===== config.mk =====
export PLATFORM = sky130hd
export DESIGN_NAME = lcd_char_driver
export DESIGN_NICKNAME = d
export VERILOG_FILES = /design/src/rtl/lcd_char_driver.sv
export SDC_FILE = /design/constraint.sdc
export NUM_CORES = 1
export LEC_CHECK = 0
export CORE_MARGIN = 2
export CORE_UTILIZATION = 55
export CTS_BUF_LIST = sky130_fd_sc_hd__clkbuf_8
export DETAILED_ROUTE_END_ITERATION = 8
export PLACE_DENSITY_LB_ADDON = 0.08
export SLEW_MARGIN = 20
export SYNTH_ARGS = -nofsm -noshare
export SYNTH_HDL_FRONTEND = slang
export SYNTH_SLANG_ARGS = --single-unit

===== constraint.sdc =====
create_clock -name clk -period 3.9 [get_ports clk]
set_input_delay 0.78 -clock clk [delete_from_list [all_inputs] [get_ports clk]]
set_output_delay 0.78 -clock clk [all_outputs]
set_load 0.02 [all_outputs]

===== src/rtl/lcd_char_driver.sv =====
// lcd_char_driver: HD44780 character-LCD driver with self-run init, valid/ready byte port, cursor tracking and row wrap.
// Ports:
//   clk, rst_n              system clock, asynchronous active-low reset
//   in_valid/in_ready       byte handshake; in_rs selects command (0) or data (1), in_byte is the code
//   init_done               power-on init sequence finished (sticky until reset)
//   busy                    transfer, post-write wait or init in progress
//   rs_out/enable_out/data_out  LCD RS, E and data pins (D7..D4 in 4-bit mode)
module lcd_char_driver #(
  parameter int CLK_HZ        = 12_000_000,
  parameter int BUS_WIDTH     = 4,
  parameter int ROWS          = 2,
  parameter int COLS          = 16,
  parameter int INIT_DELAY_US = 15000,
  parameter int CMD_DELAY_US  = 40,
  parameter int CLR_DELAY_US  = 1600
) (
  input  logic                 clk,
  input  logic                 rst_n,
  input  logic                 in_valid,
  output logic                 in_ready,
  input  logic                 in_rs,
  input  logic [7:0]           in_byte,
  output logic                 init_done,
  output logic                 busy,
  output logic                 rs_out,
  output logic                 enable_out,
  output logic [BUS_WIDTH-1:0] data_out
);
  if (BUS_WIDTH != 4 && BUS_WIDTH != 8) begin : g_bad_bus
    $error("lcd_char_driver: BUS_WIDTH must be 4 or 8");
  end
  if (ROWS < 1 || ROWS > 4 || COLS < 1 || COLS > 20) begin : g_bad_geom
    $error("lcd_char_driver: ROWS must be 1..4 and COLS 1..20");
  end
  // ceil(ns * CLK_HZ / 1e9) clock cycles, never less than one
  function automatic logic [31:0] cyc(input longint ns);
    longint c;
    c = (ns * longint'(CLK_HZ) + 64'd999_999_999) / 64'd1_000_000_000;
    return (c < 1) ? 32'd1 : c[31:0];
  endfunction
  localparam logic [31:0] T_INIT = cyc(longint'(INIT_DELAY_US) * 1000);
  localparam logic [31:0] T_CMD  = cyc(longint'(CMD_DELAY_US) * 1000);
  localparam logic [31:0] T_CLR  = cyc(longint'(CLR_DELAY_US) * 1000);
  localparam logic [31:0] T_4100 = cyc(64'd4_100_000);
  localparam logic [31:0] T_100  = cyc(64'd100_000);
  localparam logic [31:0] T_EHI  = cyc(64'd450);
  localparam logic [31:0] T_ELO  = cyc(64'd1000);
  localparam bit          BUS8   = (BUS_WIDTH == 8);
  localparam logic [1:0]  LAST_ROW = 2'(ROWS - 1);
  localparam logic [4:0]  NCOL   = 5'(COLS);
  localparam logic [7:0]  FSET   = 8'h20 | (BUS8 ? 8'h10 : 8'h00) | (ROWS > 1 ? 8'h08 : 8'h00);
  typedef enum logic [2:0] {PWR_WAIT, INIT, IDLE, SETUP, E_HI, E_LO, WAIT, WRAP} state_t;
  function automatic logic [6:0] base(input logic [1:0] r);
    return (r == 2'd0) ? 7'h00 : (r == 2'd1) ? 7'h40 : (r == 2'd2) ? 7'h14 : 7'h54;
  endfunction
  // Bus value for one transfer: full byte on an 8-bit bus, else the selected nibble
  function automatic logic [BUS_WIDTH-1:0] bus_val(input logic [7:0] b, input logic lo);
    logic [7:0] v;
    v = BUS8 ? b : {4'h0, lo ? b[3:0] : b[7:4]};
    return v[BUS_WIDTH-1:0];
  endfunction
  state_t      state;
  logic [31:0] cnt, wait_q;
  logic [2:0]  idx;
  logic [7:0]  byte_q;
  logic        half, single, trk, wrap_pend;
  logic [1:0]  row, next_row, hit_row;
  logic [4:0]  col, hit_col;
  logic        hit, clr, accept, load;
  logic [7:0]  ini_byte, ld_byte;
  logic        ini_single;
  logic [31:0] ini_wait, ld_wait;
  // Init table; in 8-bit mode index 3 (the 4-bit switch nibble) is skipped
  always_comb begin
    ini_byte   = 8'h06;
    ini_single = 1'b0;
    ini_wait   = T_CMD;
    case (idx)
      3'd0: begin ini_byte = 8'h30; ini_single = 1'b1; ini_wait = T_4100; end
      3'd1, 3'd2: begin ini_byte = 8'h30; ini_single = 1'b1; ini_wait = T_100; end
      3'd3: begin ini_byte = 8'h20; ini_single = 1'b1; ini_wait = T_100; end
      3'd4: ini_byte = FSET;
      3'd5: ini_byte = 8'h0C;
      3'd6: begin ini_byte = 8'h01; ini_wait = T_CLR; end
      default: ini_byte = 8'h06;
    endcase
  end
  // Set-address decode against each row's window of DDRAM addresses
  always_comb begin
    hit     = 1'b0;
    hit_row = 2'd0;
    hit_col = 5'd0;
    for (int r = 0; r < ROWS; r++) begin
      if ({1'b0, in_byte[6:0]} >= {1'b0, base(2'(r))} &&
          {1'b0, in_byte[6:0]} < {1'b0, base(2'(r))} + 8'(COLS)) begin
        hit     = 1'b1;
        hit_row = 2'(r);
        hit_col = 5'({1'b0, in_byte[6:0]} - {1'b0, base(2'(r))});
      end
    end
  end
  assign next_row = (row == LAST_ROW) ? 2'd0 : row + 2'd1;
  assign clr      = !in_rs && in_byte[7:2] == 6'd0 && in_byte[1:0] != 2'd0;
  assign accept   = state == IDLE && in_valid && in_ready;
  assign load     = state == INIT || state == WRAP || accept;
  assign ld_byte  = state == INIT ? ini_byte : state == WRAP ? {1'b1, base(next_row)} : in_byte;
  assign ld_wait  = state == INIT ? ini_wait : (accept && clr) ? T_CLR : T_CMD;
  always_ff @(posedge clk or negedge rst_n) begin
    if (!rst_n) begin
      state <= PWR_WAIT;
      cnt <= '0;
      wait_q <= '0;
      idx <= '0;
      byte_q <= '0;
      half <= 1'b0;
      single <= 1'b0;
      trk <= 1'b1;
      wrap_pend <= 1'b0;
      row <= '0;
      col <= '0;
      in_ready <= 1'b0;
      init_done <= 1'b0;
      busy <= 1'b1;
      rs_out <= 1'b0;
      enable_out <= 1'b0;
      data_out <= '0;
    end else begin
      if (load) begin
        byte_q <= ld_byte;
        wait_q <= ld_wait;
        single <= BUS8 || (state == INIT && ini_single);
        half <= 1'b0;
        rs_out <= accept && in_rs;
        data_out <= bus_val(ld_byte, 1'b0);
        state <= SETUP;
      end
      case (state)
        PWR_WAIT:
          if (cnt == T_INIT - 1) begin
            cnt <= '0;
            state <= INIT;
          end else cnt <= cnt + 1;
        IDLE:
          if (accept) begin
            in_ready <= 1'b0;
            busy <= 1'b1;
            if (in_rs) begin
              if (trk) begin
                col <= col + 5'd1;
                wrap_pend <= (col + 5'd1 == NCOL);
              end
            end else if (clr) begin
              row <= '0;
              col <= '0;
              trk <= 1'b1;
            end else if (in_byte[7]) begin
              trk <= hit;
              if (hit) begin
                row <= hit_row;
                col <= hit_col;
              end
            end
          end
        SETUP: begin
          enable_out <= 1'b1;
          state <= E_HI;
        end
        E_HI:
          if (cnt == T_EHI - 1) begin
            cnt <= '0;
            enable_out <= 1'b0;
            state <= E_LO;
          end else cnt <= cnt + 1;
        E_LO:
          if (cnt == T_ELO - 1) begin
            cnt <= '0;
            if (!single && !half) begin
              half <= 1'b1;
              data_out <= bus_val(byte_q, 1'b1);
              state <= SETUP;
            end else state <= WAIT;
          end else cnt <= cnt + 1;
        WAIT:
          if (cnt == wait_q - 1) begin
            cnt <= '0;
            if (!init_done) begin
              if (idx == 3'd7) begin
                init_done <= 1'b1;
                busy <= 1'b0;
                in_ready <= 1'b1;
                state <= IDLE;
              end else begin
                idx <= (BUS8 && idx == 3'd2) ? 3'd4 : idx + 3'd1;
                state <= INIT;
              end
            end else if (wrap_pend) state <= WRAP;
            else begin
              busy <= 1'b0;
              in_ready <= 1'b1;
              state <= IDLE;
            end
          end else cnt <= cnt + 1;
        WRAP: begin
          row <= next_row;
          col <= '0;
          wrap_pend <= 1'b0;
        end
        default: ;
      endcase
    end
  end
endmodule


Yosys cells after proc, flatten, opt, wreduce, memory -nomap -nowiden
Cells that the tools add are included.
- word-level logic and storage cells: 173
- input bits: 12
- output and inout bits: 9
- bits in registers: 94
- reduce and logical (&&, ||, !) cells: 35
- add/subtract/negate cells: 6
- magnitude comparators: 3
- multiplexer cells: 74
- bitwise operators: 3
- eq/ne operators: 35
- operator list (operator ; number):
    2-to-1 mux 32 bit ; 5
    one-hot mux 32 bit (4 select lines) ; 1
    one-hot mux 16 bit (3 select lines) ; 1
    2-to-1 mux 5 bit ; 8
    adder 32 x 1 -> 32 bit (second input constant) ; 1
    equality test 32 x 18 -> 1 bit (second input constant) ; 1
    equality test 32 x 3 -> 1 bit (second input constant) ; 1
    equality test 32 bit ; 1
    equality test 32 x 4 -> 1 bit (second input constant) ; 1
    subtractor 32 x 1 -> 32 bit (second input constant) ; 1
    one-hot mux 6 bit (5 select lines) ; 1
    2-to-1 mux 1 bit ; 26
    equality test 3 bit (second input constant) ; 8
    2-to-1 mux 3 bit ; 8
    2-to-1 mux 7 bit ; 3
    2-to-1 mux 4 bit ; 4
    2-to-1 mux 8 bit ; 2
    2-to-1 mux 15 bit ; 1
    != test 3 bit (second input constant) ; 5
    one-hot mux 3 bit (5 select lines) ; 1
    AND reduction 5 bit ; 3
    2-to-1 mux 2 bit ; 7
    equality test 3 x 2 -> 1 bit (second input constant) ; 4
    != test 2 bit (second input constant) ; 6
    28 further kinds ; 56

Logic depth before layout (Yosys ltp)
- depth after elaboration: 12
- mapped depth: 16
- gate-level depth less buffers: 13

Least setup slack after synthesis
No wires, ideal clock.
- path kind: reg-to-reg
- start: register wait_q[6]
- end: register cnt[11]
- setup slack: 0.348 ns
- setup time: 0.134 ns
- required time: 3.766 ns
- clock period less this slack: 3.552 ns
- cell stages (with the launch flop): 16
- data arrival time: 3.418 ns
- path buffers: 2
- cells stage by stage: dfrtp_1 buf_6 or3_1 nor3_2 nand2_1 nor2_1 ha_1 xor2_1 a21bo_2 or4_1 or4b_1 o21ai_2 nand4b_4 nand2_4 buf_6 o22ai_1
- word-level cells in the longest chain between the ends: 4
- RTL lines (what ; line ; source):
    start: declaration ; 63 ; logic [31:0] cnt, wait_q;
    start signal: assignment ; 130 ; wait_q <= ld_wait;
    subtractor 32 x 1 -> 32 bit ; 184 ; if (cnt == wait_q - 1) begin
    equality test 32 bit ; 184 ;
    2-to-1 mux 32 bit ; 184 ;
    one-hot mux 32 bit (4 select lines) ; 137 ; case (state)
    end signal: assignment ; 142 ; end else cnt <= cnt + 1;
    end signal: assignment ; 182 ; end else cnt <= cnt + 1;
    end signal: assignment ; 202 ; end else cnt <= cnt + 1;
    end: declaration ; 63 ;
No other way between the ends.
A chain may end at the register's enable or synchronous reset.

Worst setup path after layout
- start: register wait_q[8]
- end: register cnt[9]
Same word-level chain as after synthesis.

==> flow_metrics.env <==
export IMPL_clkLatencyLatePin_ns=0.37
export IMPL_synth_top_area_share_pct=36.5
export IMPL_period_minus_slack_ns=3.66
export IMPL_switching_power_w=0.000333
export IMPL_port_buffers=20
export IMPL_ys_async_sr_fraction_pct=100
export IMPL_cts_buffers=9
export IMPL_min_path_type="reg -> reg"
export IMPL_globalRouteOverflowTotal=0
export IMPL_core_area_sq_um=8260
export IMPL_preCtsSetupSlack_ns=0.125
export IMPL_ys_types=74
export IMPL_cts_sinks=71
export IMPL_p_int_w=0.00114
export IMPL_final_fill_count=723
export IMPL_fin_cells=683
export IMPL_rsz0062_at_grt="false"
export IMPL_r2r_start="wait_q[8]$_DFFE_PN0N_"
export IMPL_finalWirelength_um=12800
export IMPL_h_tree_depth=3
export IMPL_vias=4450
export IMPL_layout_commonest_cell="nand2_1"
export IMPL_dr_pass1_iters=5
export IMPL_hp_start="row[0]$_DFFE_PN0P_"
export IMPL_cp_end_kind="flip-flop"
export IMPL_cp_max_fo=11
export IMPL_start_util_pct=57.2
export IMPL_cp_required_ns=4.12
export IMPL_die_area_sq_um=9350
export IMPL_final_setup_worst_slack_ns=0.240
export IMPL_seq_power_share_pct=49.8
export IMPL_r2r_end="cnt[9]$_DFFE_PN0P_"
export IMPL_outcome="completed"
export IMPL_drive_gt1_share_pct=9.17
export IMPL_wire_per_inst_um=18.7
export IMPL_hpwl_um=9180
export IMPL_drt_iter0_drc=352
export IMPL_synth_nets=580
export IMPL_worst_pin_slew_ns=0.930
export IMPL_syn_area_per_cell_sq_um=8.50
export IMPL_leakage_nw=2.24
export IMPL_die_w_um=96.7
export IMPL_yosysWarnings=0
export IMPL_synthCells=556
export IMPL_fin_nets=597
export IMPL_crit_chain="or3_4, nor3_4, nand2_1, nor2_1, ha_1, xor2_1, a21bo_2, or4_1, or4b_4, o21ai_2, nand4b_4, buf_12, nand2_8, o32ai_1"
export IMPL_max_stage_delay_ns=0.52
export IMPL_crit_type="reg -> reg"
export IMPL_setup_viol=0
export IMPL_n_antenna_cell=0
export IMPL_grt_pass1_wl_um=21300
export IMPL_clkTransAtPathRegs_ns=0.08
export IMPL_synth_flop_cell="dfrtp_1"
export IMPL_seq_area_sq_um=1780
export IMPL_cp_slowest_cell="or4b_4"
export IMPL_yosysSeqAreaShare_pct=37.6
export IMPL_power_per_cell_area_nw_per_um2=280
export IMPL_post_place_cells=664
export IMPL_finalHoldViolCount=0
export IMPL_startpoint_type="flip-flop"
export IMPL_via_per_inst=6.52
export IMPL_synth_seq_cells=71
export IMPL_grt_max_degree=72
export IMPL_fin_crit_sh_pct=93.8
export IMPL_power_w=0.00148
export IMPL_drc=0
export IMPL_synth_edf_count=0
export IMPL_pwr_share_comb_pct=2.9
export IMPL_ctsRootBufferMaster="clkbuf_8"
export IMPL_r2r_cells=14
export IMPL_clk_path_buf_depth=2
export IMPL_final_setup_skew_ns=0.0110
export IMPL_pin_count=21
export IMPL_rows=33
export IMPL_holdPathStages=1
export IMPL_slew_violations=0
export IMPL_cap_violations=0
export IMPL_fin_setup_tns_ns=0
export IMPL_ant_nets=0
export IMPL_hold_end="row[0]$_DFFE_PN0P_"
export IMPL_timing_fmax_mhz=273
export IMPL_netlist_area_sq_um=4730
export IMPL_mostFrequentLayoutCells="nand2_1 (74), dfrtp_1 (68), nor2_1 (48)"
export IMPL_antenna_found_initial=0
export IMPL_vdd_drop_max_uv=212
export IMPL_switching_share_pct=22.5
export IMPL_r2r_slack_ns=0.24
export IMPL_arrival_ns=3.88
export IMPL_synth_top_area_cell="dfrtp_1"
export IMPL_grt_pass1_vias=4152
export IMPL_clock_power_share_pct=47.3
export IMPL_multi_input_area_sq_um=2800
export IMPL_synth_area_leaders="dfrtp_1 (37%), nand2_1 (5.9%), o21ai_0 (5.0%), nor2_1 (3.8%), ha_1 (3.2%)"
export IMPL_die_h_um=96.7
export IMPL_track_usage_pct=27.9
export IMPL_synthToLayoutAreaGrowth_pct=11.8
export IMPL_cts_tree="yes"
export IMPL_gp_congestion=0.943
export IMPL_slew_headroom_pct=38.0
[cell type report]
type / count / area share, %
clock inverter: 5 / 1.52
multi-input combinational: 445 / 53.1
clock buffer: 11 / 2.87
tap: 105 / 2.49
timing repair buffer: 27 / 4.98
sequential: 71 / 33.7
inverter: 19 / 1.35
[cell families (layout without fill, tap and decap cells)]
family	Yosys count	after routing	share of synthesized area (%)
buffers and inverters	42	62	4.29
multiplexers	7	7	1.54
flip-flops	71	71	37.6
XOR/XNOR	15	15	2.78
AO/OA/AOI/OAI	154	154	21.7
adder cells (fa/ha/maj)	12	12	3.18
AND/OR/NAND/NOR	255	257	28.8
[cell usage after synthesis (4+ instances only)]
library cell and number:
a211oi_1 4, a21o_1 5, a21oi_1 23, a31oi_1 7, and2_1 4, and3_1 11, buf_6 5, clkbuf_1 14
dfrtp_1 69, ha_1 12, inv_1 17, mux2i_1 5, nand2_1 74, nand2b_1 6, nand3_1 29, nand3b_1 4
nand4_1 9, nor2_1 48, nor3_1 16, nor3b_1 4, nor4_1 6, o2111ai_1 4, o211ai_1 8, o21ai_0 47
o22ai_1 6, o31ai_1 8, o32ai_1 4, or3_1 13, or4_1 10, xnor2_1 7, xor2_1 8
[metrics by stage]
| stage | instance area (sq um) | hold WS (ns) | utilization [%] |
|---|---|---|---|
| after floorplan | 4730 | 0.444 | - |
| final | 5280 | 0.486 | 64.0 |
| after global routing | 5280 | 0.513 | 64.0 |
| after detailed placement | 4970 | 0.470 | 60.2 |
| after CTS | 5200 | 0.489 | 63.0 |
| after global placement | 4970 | 0.461 | 60.2 |
[repair_timing]
action,CTS,global route
endpoints found under the setup margin,0,28
hold buffers,0,0
setup buffers,0,1
gates resized for setup,0,7
[layer usage]
| layer | GRT usage, % | vias to the layer above | routed length (um) |
|---|---|---|---|
| li1 | - | 2108 | - |
| met1 | 42.8 | 2153 | 6200 |
| met2 | 39.3 | 173 | 5570 |
| met3 | 6.86 | 16 | 892 |
| met4 | 7.37 | 0 | 147 |
| met5 | 0 | - | 0 |
[worst max path at each step]
stage / from / endpoint / slack [ns] / cells past startpoint
finish: wait_q[8]$_DFFE_PN0N_ / cnt[9]$_DFFE_PN0P_ / 0.24 / 14
global route: wait_q[8]$_DFFE_PN0N_ / cnt[30]$_DFFE_PN0P_ / 0.02 / 14
CTS: wait_q[8]$_DFFE_PN0N_ / cnt[16]$_DFFE_PN0P_ / 0.12 / 13
detailed placement: wait_q[8]$_DFFE_PN0N_ / cnt[16]$_DFFE_PN0P_ / 0.13 / 13
global placement: wait_q[8]$_DFFE_PN0N_ / cnt[27]$_DFFE_PN0P_ / 0.21 / 13
floorplan: wait_q[6]$_DFFE_PN0N_ / cnt[11]$_DFFE_PN0P_ / 0.35 / 15
[registers in the layout, indices dropped and copies added, names as in the netlist, 2 cells and up]
name / cells
wait_q: 9
idx: 3
state: 3
data_out: 4
row: 2
cnt: 32
byte_q: 4
col: 5
[power by group through the flow]
stage | Combinational [W] | Clock, W | Sequential [W]
after floorplan | 0.00000943 | 0 | 0.000751
after global placement | 0.0000422 | 0 | 0.000751
after detailed placement | 0.0000423 | 0 | 0.000751
after CTS | 0.0000426 | 0.000706 | 0.000736
after global routing | 0.0000475 | 0.000738 | 0.000736
final | 0.0000422 | 0.000699 | 0.000736
[critical path, delay by kind of cell (launching register included)]
family | cells | cell delay, ns
buffers and inverters | 1 | 0.17
xor gates and xnor gates | 1 | 0.15
AOI/OAI and AO/OA | 3 | 0.54
and+or+nand+nor | 8 | 1.97
adders and majority gates | 1 | 0.24
DFF | 1 | 0.45
(Power assumes the default switching activity.)
